===== src/rtl/fpu_mant_seq_divider.sv =====
// rtl/fpu_mant_seq_divider.sv - radix-2 restoring significand divider, one quotient bit per clock
// Optional build macro: FPU_DIV_EARLY_TERM_EN (stop as soon as the partial remainder reaches zero)
module fpu_mant_seq_divider #(
   parameter int MANT_W = 24,
   parameter int QUOT_W = 26
) (
   input  logic              clk,
   input  logic              rst_n,
   input  logic              start,
   input  logic [MANT_W-1:0] mantissa_num1,
   input  logic [MANT_W-1:0] mantissa_num2,
   output logic              busy,
   output logic              done,
   output logic [QUOT_W-1:0] quotient,
   output logic              sticky,
   output logic              div_by_zero
);

   localparam int CNT_W = (QUOT_W > 2) ? $clog2(QUOT_W) : 1;
   localparam logic [CNT_W-1:0] LAST_K = CNT_W'(QUOT_W - 1);

   localparam logic [1:0] S_IDLE = 2'd0;
   localparam logic [1:0] S_RUN  = 2'd1;
   localparam logic [1:0] S_DONE = 2'd2;

   logic [1:0]        state;
   logic [MANT_W-1:0] divisor;
   logic [MANT_W-1:0] rem;
   logic [CNT_W-1:0]  k;

   logic [MANT_W:0]   t;
   logic              q_bit;
   logic [MANT_W-1:0] diff;
   logic [MANT_W-1:0] rem_next;
   logic [QUOT_W-1:0] quot_next;

   assign busy = (state == S_RUN);
   assign done = (state == S_DONE);

   // The first step compares the unshifted dividend so that bit QUOT_W-1 carries weight 2^0.
   always_comb begin
      t         = (k == '0) ? {1'b0, rem} : {rem, 1'b0};
      q_bit     = (t >= {1'b0, divisor});
      diff      = t[MANT_W-1:0] - divisor;
      rem_next  = q_bit ? diff : t[MANT_W-1:0];
      quot_next = {quotient[QUOT_W-2:0], q_bit};
   end

   always_ff @(posedge clk or negedge rst_n) begin
      if (!rst_n) begin
         state       <= S_IDLE;
         divisor     <= '0;
         rem         <= '0;
         k           <= '0;
         quotient    <= '0;
         sticky      <= 1'b0;
         div_by_zero <= 1'b0;
      end else begin
         case (state)
            S_IDLE, S_DONE: begin
               if (start) begin
                  divisor <= mantissa_num2;
                  rem     <= mantissa_num1;
                  k       <= '0;
                  sticky  <= 1'b0;
                  if (mantissa_num2 == '0) begin
                     quotient    <= '1;
                     div_by_zero <= 1'b1;
                     state       <= S_DONE;
                  end else begin
                     quotient    <= '0;
                     div_by_zero <= 1'b0;
                     state       <= S_RUN;
                  end
               end else if (state == S_DONE) begin
                  state <= S_IDLE;
               end
            end
            S_RUN: begin
               rem      <= rem_next;
               quotient <= quot_next;
               k        <= k + 1'b1;
               if (k == LAST_K) begin
                  sticky <= |rem_next;
                  state  <= S_DONE;
               end
`ifdef FPU_DIV_EARLY_TERM_EN
               // Zero remainder means every remaining quotient bit is zero.
               else if (rem_next == '0) begin
                  quotient <= quot_next << (LAST_K - k);
                  sticky   <= 1'b0;
                  state    <= S_DONE;
               end
`endif
            end
            default: state <= S_IDLE;
         endcase
      end
   end

endmodule


===== config.mk =====
export PLATFORM = sky130hd
export DESIGN_NAME = fpu_mant_seq_divider
export DESIGN_NICKNAME = d
export VERILOG_FILES = /design/src/rtl/fpu_mant_seq_divider.sv
export SDC_FILE = /design/constraint.sdc
export NUM_CORES = 1
export LEC_CHECK = 0
export CAP_MARGIN = 0
export CORE_MARGIN = 4
export CORE_UTILIZATION = 59
export DETAILED_ROUTE_END_ITERATION = 10
export HOLD_SLACK_MARGIN = 0.05
export PLACE_DENSITY = 0.95
export SYNTH_ARGS = -nofsm -noshare
export SYNTH_HDL_FRONTEND = slang
export SYNTH_SLANG_ARGS = --single-unit

===== constraint.sdc =====
create_clock -name clk -period 6.45 [get_ports clk]
set_input_delay 1.29 -clock clk [delete_from_list [all_inputs] [get_ports clk]]
set_output_delay 1.29 -clock clk [all_outputs]
set_load 0.01 [all_outputs]

# --- Word-level counts from Yosys, hierarchy flattened ---
# Cells that the tools add are included.
totals:
  reg_bits: 83
  wordCells: 44
classes:
  n_lt_le_gt_ge: 1
  n_reduce_logical: 10
  eq_ne: 6
  n_mux: 18
  add_sub_neg: 2
op_table:
  columns: ["op", "n"]
  rows:
  - ["$mux 26", 2]
  - ["$pmux 26 s2", 1]
  - ["$mux 24", 2]
  - ["$pmux 24 s2", 1]
  - ["$ge 25x24->1", 1]
  - ["$mux 25", 1]
  - ["$logic_not 24->1", 1]
  - ["$reduce_or 24->1", 1]
  - ["$sub 24x24->24", 1]
  - ["$pmux 5 s2", 1]
  - ["$mux 2", 4]
  - ["$reduce_and 2->1", 3]
  - ["$add 5x1->5 const B", 1]
  - ["$eq 5x5->1 const B", 1]
  - ["$logic_not 5->1", 1]
  - ["$mux 5", 1]
  - ["$pmux 2 s2", 1]
  - ["$mux 1", 3]
  - ["$ne 3x3->1 const B", 1]
  - ["$reduce_and 3->1", 1]
  - ["$eq 2x1->1 const B", 1]
  - ["$eq 2x2->1 const B", 1]
  - ["$logic_not 2->1", 1]
  - ["$ne 2x1->1 const B", 1]
  - ["4 further kinds", 4]

# --- Depth between registers and ports, before layout ---
depth:
  word_depth: 7
  depth_mapped: 18
  depth_no_buf: 15

# --- Worst setup path before layout ---
# No wires, ideal clock.
synth_path:
  path_kind: "reg2reg"
  startpoint: "reg k[0]"
  endpoint: "reg sticky"
  required_ns: 6.316
  path_stages_with_launch: 17
  period_less_slack_ns: 4.284
  arrival_ns: 4.149
  path_buffers: 2
  setup_time_ns: 0.134
  setup_slack_ns: 2.166
  path_cell_list: "dfrtp_1 -> inv_1 -> ha_1 -> nor4b_4 -> clkbuf_1 -> mux2_2 -> ha_1 -> and4_4 -> and4_1 -> a21bo_1 -> a41o_1 -> and2_4 -> buf_6 -> o41ai_2 -> o2111ai_1 -> nor4bb_1 -> a31oi_1"
synth_between:
  elab_chain_len: 7
  word_cells_on_any_way: 11
synth_lines:
  columns: ["element", "line", "rtl"]
  rows:
  - ["start, declared", "29", "logic [CNT_W-1:0] k;"]
  - ["start signal, assigned", "82", "k <= k + 1'b1;"]
  - ["$logic_not 5->1", "42", "t = (k == '0) ? {1'b0, rem} : {rem, 1'b0};"]
  - ["$mux 25", "42", null]
  - ["$sub 24x24->24 or $ge 25x24->1 (tied branches)", "44, 43", null]
  - ["$mux 24", "45", "rem_next = q_bit ? diff : t[MANT_W-1:0];"]
  - ["$reduce_or 24->1", "84", "sticky <= |rem_next;"]
  - ["$mux 1", "83", "if (k == LAST_K) begin"]
  - ["$pmux 1 s2", "59", "case (state)"]
  - ["end signal, assigned", "84", null]
  - ["end, declared", "15", "output logic sticky,"]
# Parallel ways exist; a longest one is shown, timed or not. The select of a mux whose other input is x is not followed.
# A chain may end at the register's enable or synchronous reset.

# --- Worst setup path after layout ---
# Same ends and word-level chain as after synthesis.

==> metrics list <==
- Clock tree from TritonCTS: built
- Summed over all layers, the routed wires come to between 15,000 and 20,000 um.
* Antenna violations before repair: 0
- The worst hold path belongs to the class reg -> reg.
- Synthesized instance count: 605
* Async set-or-reset flop fraction in the synthesized netlist: 100%
- The routed layout has 5,090 vias.
* Register bit count reported by yosys: a little over 80
* Least-Margin Pin Slew: 1150 ps
- Sort of element at the start of the critical path: flop
* Number of flops mapped to enable cells by yosys: 0
- Die Area: between 0.01 and 0.015 sq mm
- Counting every net in the synthesized netlist gives 684.
* Ratio of final minimum period to clock period: 74.9%
- In the routed design, unresolved DRC markers number 0.
- In the final routed layout, each cell accounts on average for approximately 20 um.
- Area growth from synthesis to final layout: 19.0%
- The worst setup path is captured at a flop.
- Setup violations remaining at the end of the flow were counted as 0.
- Counting along the longest clock path gives a buffer depth of 2.
- Synth warnings: 0
- The tool flagged a number of max-cap violations equal to 0.
- Port buffering added 80 buffers.
* Count of hold-fix buffers inserted at cts: 0
* Post-detail-place hpwl: 11,200 um
- Area of the core region: 0.00885 sq mm
* Width of the die: 104 um
- Clock sink count: slightly above 80
- Number of global-route vias before repair: a little under 5,000
- Router iterations before antenna repair: 5
- The count of endpoints failing hold in the final timing report came to 0.
- The first routing iteration left roughly 400 violations.
- Worst-case setup margin in the final layout: roughly 1600 ps
- The synthesized netlist occupies a cell area of about 0.0054 sq mm.
* Insertion delay to the later sink of the worst-skew pair: 370 ps
- Slew Limit Fails: 0
- Library cell with the highest instance count after synthesis: sky130_fd_sc_hd__dfrtp_1
- The count of nets left with antenna violations once routing finished came out at 0.
- Setup Fix Bufs, Post-CTS: 0
* Aggregate global-route resource usage: 28.1%
- Timing would allow up to just over 0.2 GHz.
- After synthesis, the most frequently instantiated cells are 83 x sky130_fd_sc_hd__dfrtp_1, 61 x sky130_fd_sc_hd__o21ai_0, 53 x sky130_fd_sc_hd__nand2_1, 40 x sky130_fd_sc_hd__inv_1, 35 x sky130_fd_sc_hd__nor2_1.
* Category of the most critical setup path: reg -> reg
* Area of combinational cells with multiple inputs: around 0.0031 sq mm
- In the synthesized netlist the dominant register cell turns out to be sky130_fd_sc_hd__dfrtp_1.
- After clock tree synthesis, the clock-pin slew on the worst setup and hold paths is approximately 90 ps.
- Outcome: finished clean
- Number of antenna repair diodes: 0
* First-pass GRT wire length: ~25,000 um
* Required arrival time at the worst endpoint: ~6700 ps
* Post-layout instance count excluding filler cells: just under 800
* Num CTS Buffers: 9
* Sequential cell area fraction in the yosys report: between 30% and 40%
- The layout has between 600 and 700 filler cells.
- The biggest area contributor in the post-synthesis netlist is sky130_fd_sc_hd__dfrtp_1.
- After synthesis, the netlist uses 63 different library cells.
- I/O pin count: 81
* FF/Latch Area: just over 0.002 sq mm
- The initialized floorplan defines 34 standard-cell rows.
* Total number of H-tree levels: 3
- Final critical delay including setup and external delays: between 4000 and 5000 ps
* GR Overflow Total: 0
- The worst register-to-register path has a setup slack of around 1600 ps.
- The placed instances occupy a cell area of around 0.0063 sq mm.
* Ratio of cells with drive above 1 in the final layout: a little over 7%
- Number of instances resized during post-cts repair: 0
* Setup repair after global routing missed its margin: false
* Normalized max-slew margin: between 20% and 30%
- Dividing the detail-routed via count by the number of cells gives ~6.5.
- The root buffer cell chosen for the clock tree is sky130_fd_sc_hd__clkbuf_8.
- The congestion estimate from routability-driven global placement came to slightly above 1.
* Post-synth top area share: a little under two fifths
- Setup TNS: 0 ps
- # nets final: between 700 and 800
- Placement-stage worst setup slack: about 1800 ps
- The die is around 100 um tall.
- Entering global routing, the biggest net connects 84 pins.
* Initial Util: approximately 62%
* Arr. time, crit path: around 5100 ps
- The number of placed instances, taps included, is ~760.
- After synthesis, the mean cell area works out to between 9 and 10 sq um.
* Final design instance area without fill: approximately 0.0065 sq mm
- Clock Skews: 16.0 ps
- Biggest fanout along the worst timing path: 30
- Synth top area cells: sky130_fd_sc_hd__dfrtp_1 38%, sky130_fd_sc_hd__ha_1 6.2%, sky130_fd_sc_hd__o21ai_0 5.6%, sky130_fd_sc_hd__a221o_1 5.0%, sky130_fd_sc_hd__nand2_1 3.7%
==> registers in the layout, indices dropped and copies added (netlist names) <==
name and count:
div_by_zero 1, sticky 1, rem 24, quotient 26
k 5, divisor 24, state 2
==> worst paths after layout <==
path	to	cells past startpoint	startpoint
min in group asynchronous	quotient[11]$_DFFE_PN0P_	1	rst_n
worst min register to register	div_by_zero$_DFFE_PN0P_	1	div_by_zero$_DFFE_PN0P_
worst min-delay path	div_by_zero$_DFFE_PN0P_	1	div_by_zero$_DFFE_PN0P_
max in group asynchronous	divisor[18]$_DFFE_PN0P_	1	rst_n
worst max register to register	sticky$_DFFE_PN0P_	15	k[0]$_DFFE_PN0P_
worst max-delay path	sticky$_DFFE_PN0P_	15	k[0]$_DFFE_PN0P_
==> placed cells by master, fill, tap and decap left out, types with 21 or more instances in the layout <==
cell | synthesis | routed
sky130_fd_sc_hd__dfrtp_1 | 83 | 83
sky130_fd_sc_hd__clkdlybuf4s50_1 | 0 | 79
sky130_fd_sc_hd__a21oi_1 | 34 | 34
sky130_fd_sc_hd__nand2_1 | 53 | 53
sky130_fd_sc_hd__o21ai_0 | 61 | 61
sky130_fd_sc_hd__inv_1 | 40 | 40
sky130_fd_sc_hd__a22oi_1 | 21 | 21
sky130_fd_sc_hd__nor2_1 | 35 | 34
sky130_fd_sc_hd__a221o_1 | 27 | 27
sky130_fd_sc_hd__ha_1 | 27 | 27
==> cell type report <==
type                            count  share of cell area, %
Timing Repair Buffer               84                   12.8
Inverter                           41                   2.37
Clock buffer                       10                   2.12
Sequential cell                    83                   32.1
Clock inverter                      6                  0.830
Tap cell                          108                   2.09
Multi-Input combinational cell    447                   47.8
==> worst max-delay path, cell delays in order, from the launching register on <==
cell and delay [ps]:
sky130_fd_sc_hd__dfrtp_1 440, sky130_fd_sc_hd__inv_1 80, sky130_fd_sc_hd__ha_1 160, sky130_fd_sc_hd__nor4b_4 210
sky130_fd_sc_hd__buf_4 380, sky130_fd_sc_hd__mux2i_1 390, sky130_fd_sc_hd__inv_1 100, sky130_fd_sc_hd__ha_1 390
sky130_fd_sc_hd__inv_1 110, sky130_fd_sc_hd__o31ai_2 430, sky130_fd_sc_hd__nand3_1 270, sky130_fd_sc_hd__a41o_1 300
sky130_fd_sc_hd__nand2_1 740, sky130_fd_sc_hd__a21oi_1 240, sky130_fd_sc_hd__nor4bb_1 320, sky130_fd_sc_hd__a31oi_1 130
==> cell families after synthesis <==
family	count (synthesis)	synth area share (%)
simple gates	169	15.7
mux	29	5.65
buf+inv	75	5.42
flops	83	38.1
fa+ha+maj	28	6.57
compound gates	208	26.4
xor+xnor	13	2.09
==> per-layer routing <==
layer / vias up / part of all wire (%) / GRT usage (%)
li1: 2374 / - / -
met4: 0 / 1.9 / 8.36
met1: 2426 / 43 / 38.4
met5: - / 0 / 0
met3: 24 / 8.3 / 5.21
met2: 266 / 47 / 45.7
==> stage by stage <==
step	utilization (%)	hold WS, ps
detailed placement	71.1	489
floorplan	-	452
global placement	71.1	465
global route	73.2	544
CTS	73.2	512
finish	73.2	510
Power is not shown: default switching activity piles up to over one toggle a cycle in this logic, so the estimate is an artifact.
